===== config.mk =====
export PLATFORM = sky130hd
export DESIGN_NAME = reg_wb_arbiter_flat
export DESIGN_NICKNAME = d
export VERILOG_FILES = /design/src/rtl/reg_wb_arbiter_if.sv /design/src/rtl/reg_wb_arbiter.sv /design/src/flat_wrapper.sv
export SDC_FILE = /design/constraint.sdc
export NUM_CORES = 1
export LEC_CHECK = 0
export BUFFER_PORTS_ARGS = -buffer_cell sky130_fd_sc_hd__buf_4
export CORE_MARGIN = 2
export CORE_UTILIZATION = 55
export CTS_CLUSTER_DIAMETER = 200
export CTS_CLUSTER_SIZE = 20
export DETAILED_ROUTE_END_ITERATION = 8
export HOLD_SLACK_MARGIN = 0.02
export PLACE_DENSITY = 0.86
export SYNTH_ARGS = -nofsm -noshare
export SYNTH_HDL_FRONTEND = slang
export SYNTH_SLANG_ARGS = --single-unit
export TNS_END_PERCENT = 30

===== constraint.sdc =====
create_clock -name clk -period 3.3 [get_ports clk]
set_input_delay 0.66 -clock clk [delete_from_list [all_inputs] [get_ports clk]]
set_output_delay 0.66 -clock clk [all_outputs]
set_load 0.03 [all_outputs]

===== src/rtl/reg_wb_arbiter_if.sv =====
// Writeback arbiter bundle: two writeback requesters, long-latency issue, scoreboard queries, regfile write port.
// slave modport faces the arbiter; master modport faces the pipeline/regfile side.
// rdy is the global enable carried with the bus so stalls travel with the handshake signals.
interface reg_wb_arbiter_if #(
    parameter int ADDR_W = 5,
    parameter int DATA_W = 32
);
    logic              rdy;
    logic              a_valid;
    logic [ADDR_W-1:0] a_addr;
    logic [DATA_W-1:0] a_data;
    logic              a_ready;
    logic              b_valid;
    logic [ADDR_W-1:0] b_addr;
    logic [DATA_W-1:0] b_data;
    logic              b_ready;
    logic              iss_valid;
    logic [ADDR_W-1:0] iss_rd;
    logic [ADDR_W-1:0] q_addr1;
    logic [ADDR_W-1:0] q_addr2;
    logic              q_busy1;
    logic              q_busy2;
    logic              we;
    logic [ADDR_W-1:0] waddr;
    logic [DATA_W-1:0] wdata;

    modport slave (
        input  rdy,
        input  a_valid, a_addr, a_data,
        output a_ready,
        input  b_valid, b_addr, b_data,
        output b_ready,
        input  iss_valid, iss_rd,
        input  q_addr1, q_addr2,
        output q_busy1, q_busy2,
        output we, waddr, wdata
    );

    modport master (
        output rdy,
        output a_valid, a_addr, a_data,
        input  a_ready,
        output b_valid, b_addr, b_data,
        input  b_ready,
        output iss_valid, iss_rd,
        output q_addr1, q_addr2,
        input  q_busy1, q_busy2,
        input  we, waddr, wdata
    );
endinterface


===== src/rtl/reg_wb_arbiter.sv =====
// Arbitrates pipeline (A) and long-latency (B) writebacks onto one regfile write port; keeps a RAW busy scoreboard.
// Latency: handshake in cycle N drives we/waddr/wdata in N+1 for one cycle; busy clear visible in N+1.
// Backpressure: at most one ready per cycle, none while rdy is low or in reset; WB_RR_EN selects round-robin ties.
module reg_wb_arbiter #(
    parameter int ADDR_W = 5,
    parameter int DATA_W = 32,
    parameter int NREG   = 32
) (
    input  logic            clk,
    input  logic            rst,
    reg_wb_arbiter_if.slave bus
);

`ifdef WB_RR_EN
    localparam bit RR_EN = 1'b1;
`else
    localparam bit RR_EN = 1'b0;
`endif

    // last_grant: 0 = A, 1 = B. Reset to A so B wins the first tie.
    logic              last_grant;
    logic [NREG-1:0]   busy;
    logic              we_q;
    logic [ADDR_W-1:0] waddr_q;
    logic [DATA_W-1:0] wdata_q;

    logic              en;
    logic              a_win_tie;
    logic              a_hs;
    logic              b_hs;
    logic              iss_set;
    logic              q_busy1_c;
    logic              q_busy2_c;

    // Handshakes only when enabled and out of reset; A takes a tie only in round-robin after B was last served.
    assign en        = bus.rdy && !rst;
    assign a_win_tie = RR_EN && last_grant;
    assign a_hs      = en && bus.a_valid && (!bus.b_valid || a_win_tie);
    assign b_hs      = en && bus.b_valid && !(bus.a_valid && a_win_tie);
    assign iss_set   = bus.rdy && bus.iss_valid && (bus.iss_rd != '0);

    assign bus.a_ready = a_hs;
    assign bus.b_ready = b_hs;
    assign bus.we      = we_q;
    assign bus.waddr   = waddr_q;
    assign bus.wdata   = wdata_q;

    // Registered write slot: one pulse per handshake, writes to x0 are swallowed, address/data hold otherwise.
    always_ff @(posedge clk) begin
        if (rst) begin
            we_q    <= 1'b0;
            waddr_q <= '0;
            wdata_q <= '0;
        end else if (a_hs) begin
            we_q    <= (bus.a_addr != '0);
            waddr_q <= bus.a_addr;
            wdata_q <= bus.a_data;
        end else if (b_hs) begin
            we_q    <= (bus.b_addr != '0);
            waddr_q <= bus.b_addr;
            wdata_q <= bus.b_data;
        end else begin
            we_q    <= 1'b0;
        end
    end

    // Priority state follows every completed handshake; held across stalls.
    always_ff @(posedge clk) begin
        if (rst) begin
            last_grant <= 1'b0;
        end else if (a_hs) begin
            last_grant <= 1'b0;
        end else if (b_hs) begin
            last_grant <= 1'b1;
        end
    end

    // Scoreboard: issue sets, B writeback clears, set wins on a same-cycle collision; entry 0 never sets.
    always_ff @(posedge clk) begin
        if (rst) begin
            busy <= '0;
        end else begin
            for (int i = 0; i < NREG; i++) begin
                if (iss_set && (bus.iss_rd == ADDR_W'(i))) begin
                    busy[i] <= 1'b1;
                end else if (b_hs && (bus.b_addr == ADDR_W'(i))) begin
                    busy[i] <= 1'b0;
                end
            end
        end
    end

    // Query lookup; addresses beyond NREG and x0 read as not busy.
    always_comb begin
        q_busy1_c = 1'b0;
        q_busy2_c = 1'b0;
        for (int i = 1; i < NREG; i++) begin
            if (bus.q_addr1 == ADDR_W'(i)) begin
                q_busy1_c = busy[i];
            end
            if (bus.q_addr2 == ADDR_W'(i)) begin
                q_busy2_c = busy[i];
            end
        end
    end

    assign bus.q_busy1 = !rst && q_busy1_c;
    assign bus.q_busy2 = !rst && q_busy2_c;

endmodule


===== src/flat_wrapper.sv =====
// flat-port wrapper written by rule: the top's interface ports become plain ports
module reg_wb_arbiter_flat 
#(
    parameter int ADDR_W = 5,
    parameter int DATA_W = 32,
    parameter int NREG   = 32
)
  (clk, rst, bus_rdy, bus_a_valid, bus_a_addr, bus_a_data, bus_a_ready, bus_b_valid, bus_b_addr, bus_b_data, bus_b_ready, bus_iss_valid, bus_iss_rd, bus_q_addr1, bus_q_addr2, bus_q_busy1, bus_q_busy2, bus_we, bus_waddr, bus_wdata);
  reg_wb_arbiter_if #(.ADDR_W(ADDR_W), .DATA_W(DATA_W)) bus_i ();
  input  logic clk;
  input  logic rst;
  input wire logic [$bits(bus_i.rdy)-1:0] bus_rdy;
  input wire logic [$bits(bus_i.a_valid)-1:0] bus_a_valid;
  input wire logic [$bits(bus_i.a_addr)-1:0] bus_a_addr;
  input wire logic [$bits(bus_i.a_data)-1:0] bus_a_data;
  output wire logic [$bits(bus_i.a_ready)-1:0] bus_a_ready;
  input wire logic [$bits(bus_i.b_valid)-1:0] bus_b_valid;
  input wire logic [$bits(bus_i.b_addr)-1:0] bus_b_addr;
  input wire logic [$bits(bus_i.b_data)-1:0] bus_b_data;
  output wire logic [$bits(bus_i.b_ready)-1:0] bus_b_ready;
  input wire logic [$bits(bus_i.iss_valid)-1:0] bus_iss_valid;
  input wire logic [$bits(bus_i.iss_rd)-1:0] bus_iss_rd;
  input wire logic [$bits(bus_i.q_addr1)-1:0] bus_q_addr1;
  input wire logic [$bits(bus_i.q_addr2)-1:0] bus_q_addr2;
  output wire logic [$bits(bus_i.q_busy1)-1:0] bus_q_busy1;
  output wire logic [$bits(bus_i.q_busy2)-1:0] bus_q_busy2;
  output wire logic [$bits(bus_i.we)-1:0] bus_we;
  output wire logic [$bits(bus_i.waddr)-1:0] bus_waddr;
  output wire logic [$bits(bus_i.wdata)-1:0] bus_wdata;
  assign bus_i.rdy = bus_rdy;
  assign bus_i.a_valid = bus_a_valid;
  assign bus_i.a_addr = bus_a_addr;
  assign bus_i.a_data = bus_a_data;
  assign bus_a_ready = bus_i.a_ready;
  assign bus_i.b_valid = bus_b_valid;
  assign bus_i.b_addr = bus_b_addr;
  assign bus_i.b_data = bus_b_data;
  assign bus_b_ready = bus_i.b_ready;
  assign bus_i.iss_valid = bus_iss_valid;
  assign bus_i.iss_rd = bus_iss_rd;
  assign bus_i.q_addr1 = bus_q_addr1;
  assign bus_i.q_addr2 = bus_q_addr2;
  assign bus_q_busy1 = bus_i.q_busy1;
  assign bus_q_busy2 = bus_i.q_busy2;
  assign bus_we = bus_i.we;
  assign bus_waddr = bus_i.waddr;
  assign bus_wdata = bus_i.wdata;
  reg_wb_arbiter #(.ADDR_W(ADDR_W), .DATA_W(DATA_W), .NREG(NREG)) u_core (.clk(clk), .rst(rst), .bus(bus_i));
endmodule

# Yosys cells after proc, flatten, opt, wreduce, memory -nomap -nowiden
# Index checks and enable logic that the tools add are counted.
# Widths: inputs -> output; s select.
[totals]
register_bits = 69
in_bits = 95
word_cells = 395
[classes]
eq_ne = 124
n_mux = 130
reduce_logical = 107
[op_table]
columns = ["cell", "n"]
rows = [
  ["$eq 5x5->1 const B", 64],
  ["$eq 5x4->1 const B", 32],
  ["$mux 1", 126],
  ["$eq 5x3->1 const B", 16],
  ["$logic_and 1x1->1", 70],
  ["$mux 32", 2],
  ["$reduce_bool 2->1", 32],
  ["$eq 5x2->1 const B", 8],
  ["$eq 5x1->1 const B", 4],
  ["$reduce_bool 5->1", 3],
  ["$mux 5", 2],
  ["$logic_not 1->1", 2],
]

# Logic depth before layout (Yosys ltp)
# Gate-level depths: netlist (run 1).
[depth]
depth_word = 33
mapped_depth = 8

# Worst setup path after synthesis (run 1)
# No wires, ideal clock.
[synth_path]
path_type = "input-to-output"
start = "input port bus_q_addr1[0]"
end = "output port bus_q_busy1"
arrival_time_ns = 2.326
setup_slack_ns = 0.314
path_stages = 7
n_path_buf = 2
cell_sequence = "buf_2 -> buf_4 -> nor3_1 -> o32a_1 -> o22ai_1 -> a31oi_1 -> a211oi_1"
[synth_between]
elab_chain_len = 33
[synth_rtl]
columns = ["item", "line", "rtl"]
rows = [
  ["start, declared", "flat_wrapper.sv:23", "input wire logic [$bits(bus_i.q_addr1)-1:0] bus_q_addr1;"],
  ["$eq 5x1->1", "reg_wb_arbiter.sv:98", "if (bus.q_addr1 == ADDR_W'(i)) begin"],
  ["$mux 1 (30 in series)", "reg_wb_arbiter.sv:98", ""],
  ["$mux 1 *", "reg_wb_arbiter.sv:98", ""],
  ["$logic_and 1x1->1 *", "reg_wb_arbiter.sv:107", "assign bus.q_busy1 = !rst && q_busy1_c;"],
  ["end, declared", "flat_wrapper.sv:25", "output wire logic [$bits(bus_i.q_busy1)-1:0] bus_q_busy1;"],
]
# Mark *: on every way between the ends. The rest lies on a longest branch, timed or not.

# Worst setup path in the final report (run 1)
# Ends and elaborated chain as after synthesis.

==> results of run 1 <==
## power breakdown
group          switching (mW)  internal (mW)  total (mW)  leakage, nW
logic                   0.241          0.190       0.431         1.33
registers              0.0200          0.865       0.885        0.562
clock network           0.329          0.290       0.619       0.0880
## worst max-delay path: cells and delay by family
| kind | cells | cell delay (ns) |
|---|---|---|
| mux | 1 | 0.36 |
| compound gates | 4 | 0.73 |
| buf+inv | 2 | 0.41 |
## area by class of cell
class	instances	share of cell area
Clock buffer	10	0.0267
Clock inverter	6	0.00753
Inverter	6	0.00437
Multi-Input combinational cell	374	0.465
Sequential cell	69	0.268
Tap cell	99	0.0240
Timing Repair Buffer	140	0.204
## final timing paths
check / end / slack [ns] / cells past startpoint
worst max-delay path: bus_q_busy1 / 0.47 / 7
worst min-delay path: u_core.bus.wdata[15]$_SDFFE_PP0P_ / 0.50 / 2
worst max register to register: u_core.busy[19]$_SDFFE_PP0P_ / 2.50 / 2
worst min register to register: u_core.bus.wdata[15]$_SDFFE_PP0P_ / 0.50 / 2
## placed cells by master (no fill, tap or decap), drive strengths merged, types with 2 or more instances in the layout
master    count
mux2          6
a31oi         4
a311o         2
a21o          2
nand3b        4
or2           3
nand2        40
a21oi        36
a211oi       39
nor2         47
nor2b        13
nor3          3
o31ai         3
and3          4
clkbuf       10
nand3        11
clkinvlp      2
o22ai         4
mux4          2
o211ai        3
o221ai        2
or3b          3
and3b         3
a22oi         2
nand2b       16
nor4          3
nor3b         9
o2111ai       3
or3           4
inv           6
clkinv        4
buf         140
mux2i        43
dfxtp        69
o21ai        42
## per-layer routing
layer	part of all wire	global-route usage	vias to the layer above
li1	-	-	2020
met1	0.40	0.379	1980
met2	0.50	0.529	218
met3	0.069	0.0609	41
met4	0.033	0.155	0
met5	0	0	-
## state kept, by name (all words and copies together), names as in the netlist
register          count
u_core.bus.we         1
u_core.bus.waddr      5
u_core.bus.wdata     32
u_core.busy          31
## kinds of logic (layout without fill, tap and decap cells)
family,count (synthesis),in the layout,synth area share
buf+inv,48,162,0.0610
simple gates,167,167,0.212
mux,51,51,0.135
flops,69,69,0.344
compound gates,156,156,0.248
==> run summary, run 1 <==
Across all setup checks in the final design, the least slack found is approximately 0.47 ns. The area fraction of the dominant cell type after synthesis is 0.344. Relative to the synthesized area, the layout overhead comes to 28.1%. The smallest clock period supported by the final layout is computed as 2.83 ns. The remaining antenna violation count after routing is 0.

The die span in x came out at roughly 89 um. Input and output buffers added on the ports amount to between 100 and 150. The required time of the worst setup path came out at 2.64 ns. After floorplanning, the core was divided into 31 placement rows. The number of DRC violations after detailed routing came out at 0. The overall die area came out at around 0.0080 sq mm. The net count of the mapped netlist is 586. The synthesized area divided by synthesized cell count came out at slightly above 8 sq um. Measured on the finished design, the core utilization comes to 0.718.

The number of primary I/O pins is ~140. The total global routing overflow is 0. The start point of the critical path is bus_q_addr1[0]. Summed over all cells, the static leakage comes to 1.98 nW. Based on the critical path, the design can be clocked at up to 354 MHz. The power after layout came out at 1.94 mW. The post-DP HPWL is 9330 um. The maximum count of clock buffers along a single path is 2.

The TritonCTS clock tree is built. The slew at the pin closest to its max-slew limit is 0.692 ns. The largest fanout on the critical path came out at 24. The number of enable-type register cells in the synthesized netlist came out at 0. The count of instances resized after the clock tree is built came out at 0.

The number of hold buffers added after CTS was 0. The routability-driven placement congestion ratio is slightly above 1. Summing all flip-flop and latch instances after layout gives 0.00138 sq mm. The clock latency at the later pin of the worst-skew pair came out at 0.35 ns. The global-route usage over all layers came out at 0.313. The slowest stage of the critical path is the sky130_fd_sc_hd__mux2_2 cell. The sequential cell area fraction in the yosys report is 0.344. The category of the critical setup timing path is primary input to primary output. The sum of negative setup slack is 0 ns. Detailed routing inserted a total of 4259 vias. Prior to clock tree synthesis, the placed netlist has a worst setup slack of between 0.4 and 0.5 ns. The critical path endpoint category is a primary output. The commonest cells after synthesis are sky130_fd_sc_hd__dfxtp_1 (69), sky130_fd_sc_hd__nor2_1 (47), sky130_fd_sc_hd__mux2i_1 (43). The wire length after detailed routing is 12500 um.

The post-synthesis sequential element count came out at 69. The CTS buffer count is 9. After detailed routing, the number of vias per cell comes to approximately 6. The routed length per placed instance is 17.8 um. Synthesis handed over a netlist of 491 instances. The initial cell density of the core came out at 0.560. Summing every instance area after synthesis gives 0.00402 sq mm.

Among all flip-flop cells after synthesis, the most frequent one is sky130_fd_sc_hd__dfxtp_1. The fraction of layout cells with a size suffix above 1 came out at 0.289. The depth of the CTS H-tree is 3.

For this run, asynchronously set or reset flops after synthesis account for 0. The CTS clock-pin slew for the worst setup and hold paths came out at 0.07 ns. The DRC marker count from the first detailed-route iteration came out at between 200 and 300. The total count of hold-check failures in the final report was 0. The run finished with clean final reports.

The first TritonRoute pass finished after 6 iterations. Setup violations remaining at the end of the flow were counted as 0. The number of unique standard cell types used by synthesis is 57. Excluding fillers, the count of instances in the completed layout stands at 704. The number of global-route vias before repair is 3984. The number of diodes came out at 0.

The initial antenna violation count came to 0. The worst hold path begins at u_core.bus.wdata[15]$_SDFFE_PP0P_. The final number of max-transition violations is 0. The final worst hold slack is 0.502 ns.

The largest net degree at the start of global routing came out at 75. The number of buffers added for setup after CTS is 0. The number of nets in the finished design came out at between 600 and 700. The largest single stage delay on the critical path is 0.36 ns. In this run, placement finished with an instance count of 688.

The final clock skew came out at 0 ns. The peak supply drop came out at 341 uV. The power per unit of standard cell area is 376 mW/mm^2. The source of the worst register-to-register timing path is u_core.busy[19]$_SDFFE_PP0P_.

Ranked by total cell area, the synthesized netlist is headed by sky130_fd_sc_hd__dfxtp_1 (34%), sky130_fd_sc_hd__mux2i_1 (11%), sky130_fd_sc_hd__a211oi_1 (7.3%). The cell area after layout is 0.00515 sq mm. The global-route wire length before repair came out at 19200 um. The signal on the critical path passes through buf_4 > mux2_2 > o32ai_1 > o22ai_1 > a211oi_1 > a211oi_1 > buf_4. STA classifies the critical path startpoint as a primary input. Yosys instantiated no cell more often than sky130_fd_sc_hd__dfxtp_1.

The number of max-cap violations is 0. The die height is just under 90 um. The signal arrival time at the worst endpoint is roughly 2.2 ns. The root buffer cell chosen for the clock tree is sky130_fd_sc_hd__clkbuf_8. Fill cells in the final layout number 550. The clock net in this run drives a total of 69 sinks. The multi-input combinational cells in the finished layout cover a total of 0.00240 sq mm.

Setup repair after global routing left no endpoint under its margin. The relative slew slack is 0.539. Summing all placed instances gives a cell area of 0.00497 sq mm.

Of all cell types, the one taking the most synthesized area is sky130_fd_sc_hd__dfxtp_1. The type of the tightest min-delay check is register to register. The final period utilization came out at 0.856. The core region is 0.00718 sq mm.

The number of warnings issued by yosys came out at 0.
Note: power is estimated with default switching activity, not from simulation.
==> run 2, diff against run 1 <==
- ABC_AREA: unset -> 1
==> run 2 against run 1 <==
  * The run now ends with setup timing left
  * Critical path type unchanged
  * Synthesized area is 2.4% higher
  * Sequential power increased by 0.6%
  * Final cell count up 29%
  * Global-route usage increased by 2.0 points
  * Sequential share of layout area decreased by 1.8 points
  * Worst setup slack got worse by 0.48 ns
  * Via count grew 18%
  * Clock-buffer cell count stayed put
  * Register-to-register slack worse by 0.04 ns
==> run summary, run 2 <==
The global-route usage over all layers came to 0.333 (+0.0204). The sum of negative setup slack came out at -0.00697 ns (-0.00697 ns). The tree is rooted in a sky130_fd_sc_hd__clkbuf_8. The clock latency at the later pin of the worst-skew pair is 0.35 ns (about the same). The relative slew slack was 0.204 (-0.334). The number of max-cap violations came out at 0 (unchanged).

The final period utilization came out at 1.00 (+0.146). The number of nets in the finished design came out at 902 (+30%). In the post-synthesis netlist, the cell with the most instances is sky130_fd_sc_hd__nand2_1.

The final-report setup violation count came to 1 (+1). The detailed-route via count is 5016 (+18%). The initial antenna violation count is 0 (unchanged). The power per unit of standard cell area was 367 mW/mm^2 (-2.3%).

The routed length per placed instance came to 15.2 um (-14%). The signal arrival time at the worst endpoint came out at 2.65 ns (+0.48 ns). The number of warnings issued by yosys is 0 (unchanged). Setup repair after global routing could not meet its margin everywhere. The number of unique standard cell types used by synthesis came out at 35 (-39%). The synthesized instance count is 672 (+37%). The synthesized area divided by synthesized cell count came to 6.13 sq um (-25%). The final number of max-transition violations is 0 (unchanged). The number of vias per cell after detailed routing came out at 5.52 (-8.8%).

From synthesis to final layout, the design area changed by 33.8%. The path class of the tightest hold or removal check is register to register. The number of primary I/O pins came out at 137 (unchanged).

Ranked by total cell area, the synthesized netlist is headed by sky130_fd_sc_hd__dfxtp_1 (34%), sky130_fd_sc_hd__nand2_1 (18%), sky130_fd_sc_hd__inv_1 (8.3%). The worst setup path is of the primary input to primary output kind. The CTS clock-pin slew for the worst setup and hold paths came out at 0.07 ns (about the same). The routability-driven placement congestion ratio came out at 1.01 (-0.29%). The total count of hold-check failures in the final report is 0 (unchanged). The maximum count of clock buffers along a single path came out at 2 (unchanged). The flip-flop count of the largest register, all copies and words added came to 32 (unchanged). The checks that failed: setup timing. The commonest non-fill, non-tap cell in the layout is sky130_fd_sc_hd__nand2_1. The slack of the worst reg-to-reg path is 2.46 ns (-0.04 ns). The slack of the critical path came to -0.00697 ns (-0.481 ns). The slew at the pin closest to its max-slew limit was 1.19 ns (+0.497 ns). The net count of the mapped netlist is 767 (+31%). The area fraction of the dominant cell type after synthesis is 0.335 (-0.00814). The async set-reset flop share out of synthesis came out at 0 (unchanged). The fraction of layout cells with a size suffix above 1 came out at 0.243 (-0.0460). The number of global-route vias before repair was 4724 (+19%).

The area inside the core boundary is 0.00725 sq mm (+1.1%). By count the netlist is led by sky130_fd_sc_hd__nand2_1 (198), sky130_fd_sc_hd__inv_1 (91), sky130_fd_sc_hd__dfxtp_1 (69). The remaining antenna violation count after routing came out at 0 (unchanged). The highest clock rate is 302 MHz (-15%). The wire length after detailed routing came out at 13900 um (+11%). The count of input and output buffers is 136 (unchanged).

The total global routing overflow is 0 (unchanged). The depth of the CTS H-tree was 3 (unchanged). The total standard cell area after synthesis was 0.00412 sq mm (+2.4%).

The worst setup path is launched from a primary input. The largest net degree at the start of global routing is 38 (-49%). The number of diodes was 0 (unchanged). The DRC marker count from the first detailed-route iteration is 349 (+22%).

In the synthesized netlist the dominant register cell turns out to be sky130_fd_sc_hd__dfxtp_1. The die span in x is 90.5 um (+1.2%). The number of enable-type register cells in the synthesized netlist came out at 0 (unchanged). The peak supply drop is 279 uV (-18%). The post-synthesis sequential element count was 69 (unchanged). The final critical path time including I/O delays and setup is 3.31 ns (+0.481 ns). The critical path endpoint category is a primary output. The number of iterations in the first detailed-routing pass is 8 (+2).

The row count was 31 (unchanged). The required time of the worst setup path came out at 2.64 ns (about the same). The final clock skew is 0 ns (unchanged). TritonCTS built the clock tree. The leakage dissipation came out at 2.66 nW (+35%). The initial cell density of the core came out at 0.568 (+0.00746).

The die height came to 90.5 um (+1.2%). The flow ran to the end, but the final reports show violations. The number of DRC violations after detailed routing is 0 (unchanged). The largest fanout on the critical path was 6 (-75%). The number of sinks on the clock net is 69 (unchanged). The post-DP HPWL was 10700 um (+15%). The sequential cell area fraction in the yosys report came out at 0.335 (-0.00814). The top cell types in the final layout, fill and taps aside, are sky130_fd_sc_hd__nand2_1 (197), sky130_fd_sc_hd__buf_4 (155), sky130_fd_sc_hd__inv_1 (91). The global-route wire length before repair is 22000 um (+14%). The overall die area came out at 0.00819 sq mm (+2.3%). The final core area utilization came to 0.760 (+0.0420). The cell type with the highest aggregate area in the netlist is sky130_fd_sc_hd__dfxtp_1. The CTS buffer count is 9 (unchanged).
[run 2: metal layers]
layer | up-vias | global-route usage | part of all wire | wire length [um]
met1 | 2233 | 0.389 | 0.38 | 5260
li1 | 2453 | - | - | -
met3 | 57 | 0.0751 | 0.088 | 1230
met5 | - | 0 | 0 | 0
met2 | 273 | 0.559 | 0.48 | 6600
met4 | 0 | 0.195 | 0.056 | 774
[run 2: layout make-up]
| class | instances | area (sq um) |
|---|---|---|
| fillers | 586 | 1740 |
| flip-flops and latches | 69 | 1380 |
| clock inverters | 4 | 50.0 |
| clock buffers | 10 | 138 |
| inverters | 104 | 399 |
| repair buffers | 156 | 1170 |
| multi-input cells | 467 | 2240 |
| well taps | 99 | 124 |
[run 2: what timing repair did]
action | 4_1_cts | 5_1_grt
hold endpoints to repair | 0 | 0
hold buffers | 0 | 0
setup endpoints to repair | 0 | 2
buffers inserted | 0 | 2
gates resized for setup | 0 | 11
[run 2: worst max-delay path, stage by stage]
cell	delay [ns]
sky130_fd_sc_hd__buf_4	0.12
sky130_fd_sc_hd__inv_4	0.04
sky130_fd_sc_hd__nor2_4	0.17
sky130_fd_sc_hd__nand3_1	0.12
sky130_fd_sc_hd__nand2_1	0.08
sky130_fd_sc_hd__nor2_1	0.04
sky130_fd_sc_hd__nand2_1	0.05
sky130_fd_sc_hd__nand4_1	0.06
sky130_fd_sc_hd__o21bai_1	0.13
sky130_fd_sc_hd__nand3_1	0.09
sky130_fd_sc_hd__nand2_1	0.06
sky130_fd_sc_hd__nand2_1	0.05
sky130_fd_sc_hd__nand2_1	0.05
sky130_fd_sc_hd__nand3_1	0.07
sky130_fd_sc_hd__nand2_1	0.06
sky130_fd_sc_hd__nand2_1	0.04
sky130_fd_sc_hd__nand2_1	0.05
sky130_fd_sc_hd__nand4_1	0.07
sky130_fd_sc_hd__nor2_1	0.13
sky130_fd_sc_hd__nand3_1	0.09
sky130_fd_sc_hd__nand2_1	0.07
sky130_fd_sc_hd__nand3_1	0.06
sky130_fd_sc_hd__nand2_1	0.06
sky130_fd_sc_hd__a21oi_1	0.06
sky130_fd_sc_hd__buf_4	0.17
[run 2: per-stage QoR]
stage,cell area [sq um],cells,total power [mW],hold WS (ns),worst slack [ns]
5_1_grt,5510,909,2.10,0.503,-0.317
6_report,5510,909,2.02,0.486,-0.00697
2_1_floorplan,4120,672,1.15,0.439,0.131
4_1_cts,5460,907,2.01,0.479,0.00464
3_5_place_dp,5270,893,1.35,0.468,0.0120
3_3_place_gp,5270,893,1.34,0.457,0.0448
[run 2: cell families after synthesis]
group           count (synthesis)  synth area share
simple gates                  355             0.367
buf+inv                       136             0.125
compound gates                112             0.172
flops                          69             0.335
[run 2: worst paths after layout]
kind	from	end	depth (start not counted)
worst min register to register	u_core.busy[5]$_SDFFE_PP0P_	u_core.busy[5]$_SDFFE_PP0P_	2
worst max-delay path	bus_q_addr1[2]	bus_q_busy1	25
worst max register to register	u_core.bus.waddr[2]$_SDFFE_PP0P_	u_core.bus.waddr[2]$_SDFFE_PP0P_	3
worst min-delay path	u_core.busy[5]$_SDFFE_PP0P_	u_core.busy[5]$_SDFFE_PP0P_	2
[run 2: power breakdown]
group	switching [mW]	leakage (nW)	internal, mW
registers	0.0215	0.562	0.868
clock network	0.314	0.0902	0.359
logic	0.270	2.01	0.188
==> run 3, diff against run 2 <==
- BUFFER_PORTS_ARGS: -buffer_cell sky130_fd_sc_hd__buf_4 -> -buffer_cell sky130_fd_sc_hd__buf_2
- PLACE_DENSITY: 0.86 -> 0.95
==> run 3 against run 2 <==
  * The run still ends with setup timing left
  * Worst setup slack worse by 0.0062 ns
  * Cell area is 3.5% lower
  * Total power is 5.7% higher
  * Critical path type unchanged
==> run summary, run 3 (synthesized netlist as in run 2, its figures left out) <==
The number of max-cap violations was 0 (unchanged). The number of vias per cell after detailed routing came out at 5.56 (+0.77%). For hold timing, the worst endpoint is u_core.busy[20]$_SDFFE_PP0P_. The depth of the worst register-to-register path is 2 (-1). The CTS buffer count came out at 9 (unchanged).

The global-route wire length before repair was 22300 um (+1.3%). The slack of the worst reg-to-reg path is 2.51 ns (+0.05 ns). The CTS clock-pin slew for the worst setup and hold paths came out at 0.07 ns (about the same). The number of global-route vias before repair came out at 4769 (+0.95%). The power per unit of standard cell area came out at 402 mW/mm^2 (+9.5%). The initial antenna violation count is 0 (unchanged). The power after layout came out at 2.14 mW (+5.7%).

The maximum count of clock buffers along a single path is 2 (unchanged). Clock tree synthesis selected as its root buffer the cell sky130_fd_sc_hd__clkbuf_8. The leakage dissipation came to 2.66 nW (-0.23%). The cell that appears most often on the critical path is sky130_fd_sc_hd__nand2_1. The detailed-route via count came out at 5116 (+2.0%). The global-route usage over all layers is 0.335 (+0.00118).

Leaving out fill and tap cells, the most frequent cells in the layout are sky130_fd_sc_hd__nand2_1 (197), sky130_fd_sc_hd__buf_2 (130), sky130_fd_sc_hd__inv_1 (91). The synthesis-to-finish area growth came out at 29.2%. The largest incremental delay on the critical path is 0.16 ns (about the same).

The worst slack after detailed placement was -0.00287 ns (-0.0148 ns). The post-DP HPWL came to 10500 um (-2.3%). The largest fanout on the critical path is 4 (-2). The wire length after detailed routing came to 14000 um (+1.0%). The final-report setup violation count is 1 (unchanged). The remaining antenna violation count after routing was 0 (unchanged). The share of total power in sequential cells is 0.416 (-0.024). The number of primary I/O pins was 137 (unchanged). The worst hold path begins at u_core.busy[20]$_SDFFE_PP0P_. The routability-driven placement congestion ratio came to 1.03 (+1.9%). The kind of cell with the highest combined delay along the critical path is simple AND/OR/NAND/NOR gates. The setup path with the least slack is of type primary input to primary output. The largest net degree at the start of global routing is 38 (unchanged). The internal power consumption was 1.52 mW (+7.4%). The clock latency at the later pin of the worst-skew pair is 0.35 ns (about the same).

The sum of negative setup slack is -0.0131 ns (-0.00615 ns). The type of the tightest min-delay check is register to register. The number of DRC violations after detailed routing came out at 0 (unchanged). The slowest stage cell on the critical path is sky130_fd_sc_hd__nor2_4. The highest clock rate came out at 302 MHz (-0.19%). The area inside the core boundary is 0.00725 sq mm (unchanged).

The part of the total power dissipated in combinational logic was 0.198 (-0.029). The signal arrival time at the worst endpoint came out at 2.65 ns (about the same). The count of input and output buffers is 136 (unchanged). The switching share of total power is 0.289 (-0.0111). The final clock skew was 0 ns (unchanged). The initial cell density of the core came to 0.568 (unchanged). The final period utilization is 1.00 (+0.00186).

The slew at the pin closest to its max-slew limit was 0.515 ns (-0.674 ns). The overall die area came out at 0.00819 sq mm (unchanged). The die span in x was 90.5 um (unchanged). The number of sinks on the clock net came out at 69 (unchanged). The number of diodes came out at 0 (unchanged). The startpoint kind of the worst setup timing path is a primary input. The DRC marker count from the first detailed-route iteration came out at 496 (+42%).

Walking the worst path, the cells encountered are buf_8 > nor2_4 > nand2_2 > nor2_2 > nor2_1 > nand2_1 > nand4_1 > o21bai_1 > nand3_1 > nand2_1 > nand2_1 > nand2_1 > nand3_1 > nand2_1 > nand2_1 > nand2_1 > nand4_1 > nor2_1 > nand3_1 > nand2_1 > nand3_1 > nand2_1 > a21oi_2 > buf_6. The checks that failed: setup timing. The depth of the CTS H-tree came out at 3 (unchanged). The run finished, with violations left. The slack of the critical path is -0.0131 ns (-0.00615 ns). The worst register-to-register path begins at u_core.busy[4]$_SDFFE_PP0P_. The total global routing overflow is 0 (unchanged). The die height came out at 90.5 um (unchanged). The final worst hold slack is 0.475 ns (-0.0103 ns). The clock network fraction of design power came to 0.386 (+0.053). The commonest non-fill, non-tap cell in the layout is sky130_fd_sc_hd__nand2_1.

The final number of max-transition violations is 0 (unchanged). The required time of the worst setup path came to 2.64 ns (about the same). The buffers plus inverters on the worst setup path came out at 2 (-1).

The reg-to-reg critical path endpoint is u_core.busy[4]$_SDFFE_PP0P_. The routed length per placed instance is 15.2 um (-0.18%). The fraction of layout cells with a size suffix above 1 came out at 0.247 (+0.00405). The net switching power was 617 uW (+1.8%). The TritonCTS clock tree is built. Setup repair after global routing could not meet its margin everywhere. The row count is 31 (unchanged). The relative slew slack came out at 0.656 (+0.452).

The flip-flop count of the largest register, all copies and words added was 32 (unchanged). The peak supply drop was 381 uV (+36%). The number of hold-repair buffers added at the cts stage is 0 (unchanged).

The number of iterations in the first detailed-routing pass is 6 (-2). The number of cells traversed by the worst hold path is 2 (unchanged). The number of nets in the finished design is 911 (+1.0%). STA classifies the critical path endpoint as a primary output. The total count of hold-check failures in the final report is 0 (unchanged).

The final critical path time including I/O delays and setup is 3.31 ns (+0.00615 ns).
==> run 3: stage by stage <==
stage	utilization	area [sq um]	cells
floorplan	-	4120	672
global placement	0.683	4950	896
detailed placement	0.683	4950	896
CTS	0.719	5210	914
global route	0.733	5320	920
finish	0.733	5320	920
==> run 3: power by group through the flow <==
stage | registers (mW) | clock network [mW] | logic, mW
2_1_floorplan | 0.968 | 0 | 0.180
3_3_place_gp | 0.905 | 0 | 0.387
3_5_place_dp | 0.905 | 0 | 0.398
4_1_cts | 0.888 | 0.829 | 0.403
5_1_grt | 0.892 | 0.869 | 0.459
6_report | 0.889 | 0.825 | 0.424
==> run 3: worst max path at each step <==
stage	startpoint	endpoint	slack, ns	depth (start not counted)
global route	bus_q_addr1[3]	bus_q_busy1	-0.23	24
detailed placement	bus_q_addr1[0]	bus_q_busy1	-0.003	25
global placement	bus_q_addr1[2]	bus_q_busy1	0.08	25
floorplan	bus_q_addr2[0]	bus_q_busy2	0.13	23
CTS	bus_q_addr1[2]	bus_q_busy1	0.02	25
finish	bus_q_addr1[3]	bus_q_busy1	-0.01	24
==> run 3: cell type report <==
class | instances | area (sq um)
clock buffer | 10 | 128
clock inverter | 6 | 111
fill | 571 | 1930
inverter | 104 | 395
multi-input combinational | 467 | 2240
sequential | 69 | 1380
tap | 99 | 124
timing repair buffer | 165 | 943
==> run 3: timing repair <==
action                                  4_1_cts  5_1_grt
endpoints found under the setup margin        1        2
resized for setup                             1       23
pin swaps                                     1       21
buffers inserted                              2        6
==> run 3: routing by layer <==
layer,part of all wire,global-route usage
met3,0.089,0.0618
met5,0,0
met4,0.051,0.179
met2,0.48,0.586
met1,0.38,0.385
==> run 3: worst reg2reg max path: stages, from the launching register on <==
cell and delay, ns:
sky130_fd_sc_hd__dfxtp_1 0.47, sky130_fd_sc_hd__nand2_1 0.10, sky130_fd_sc_hd__a21oi_1 0.16
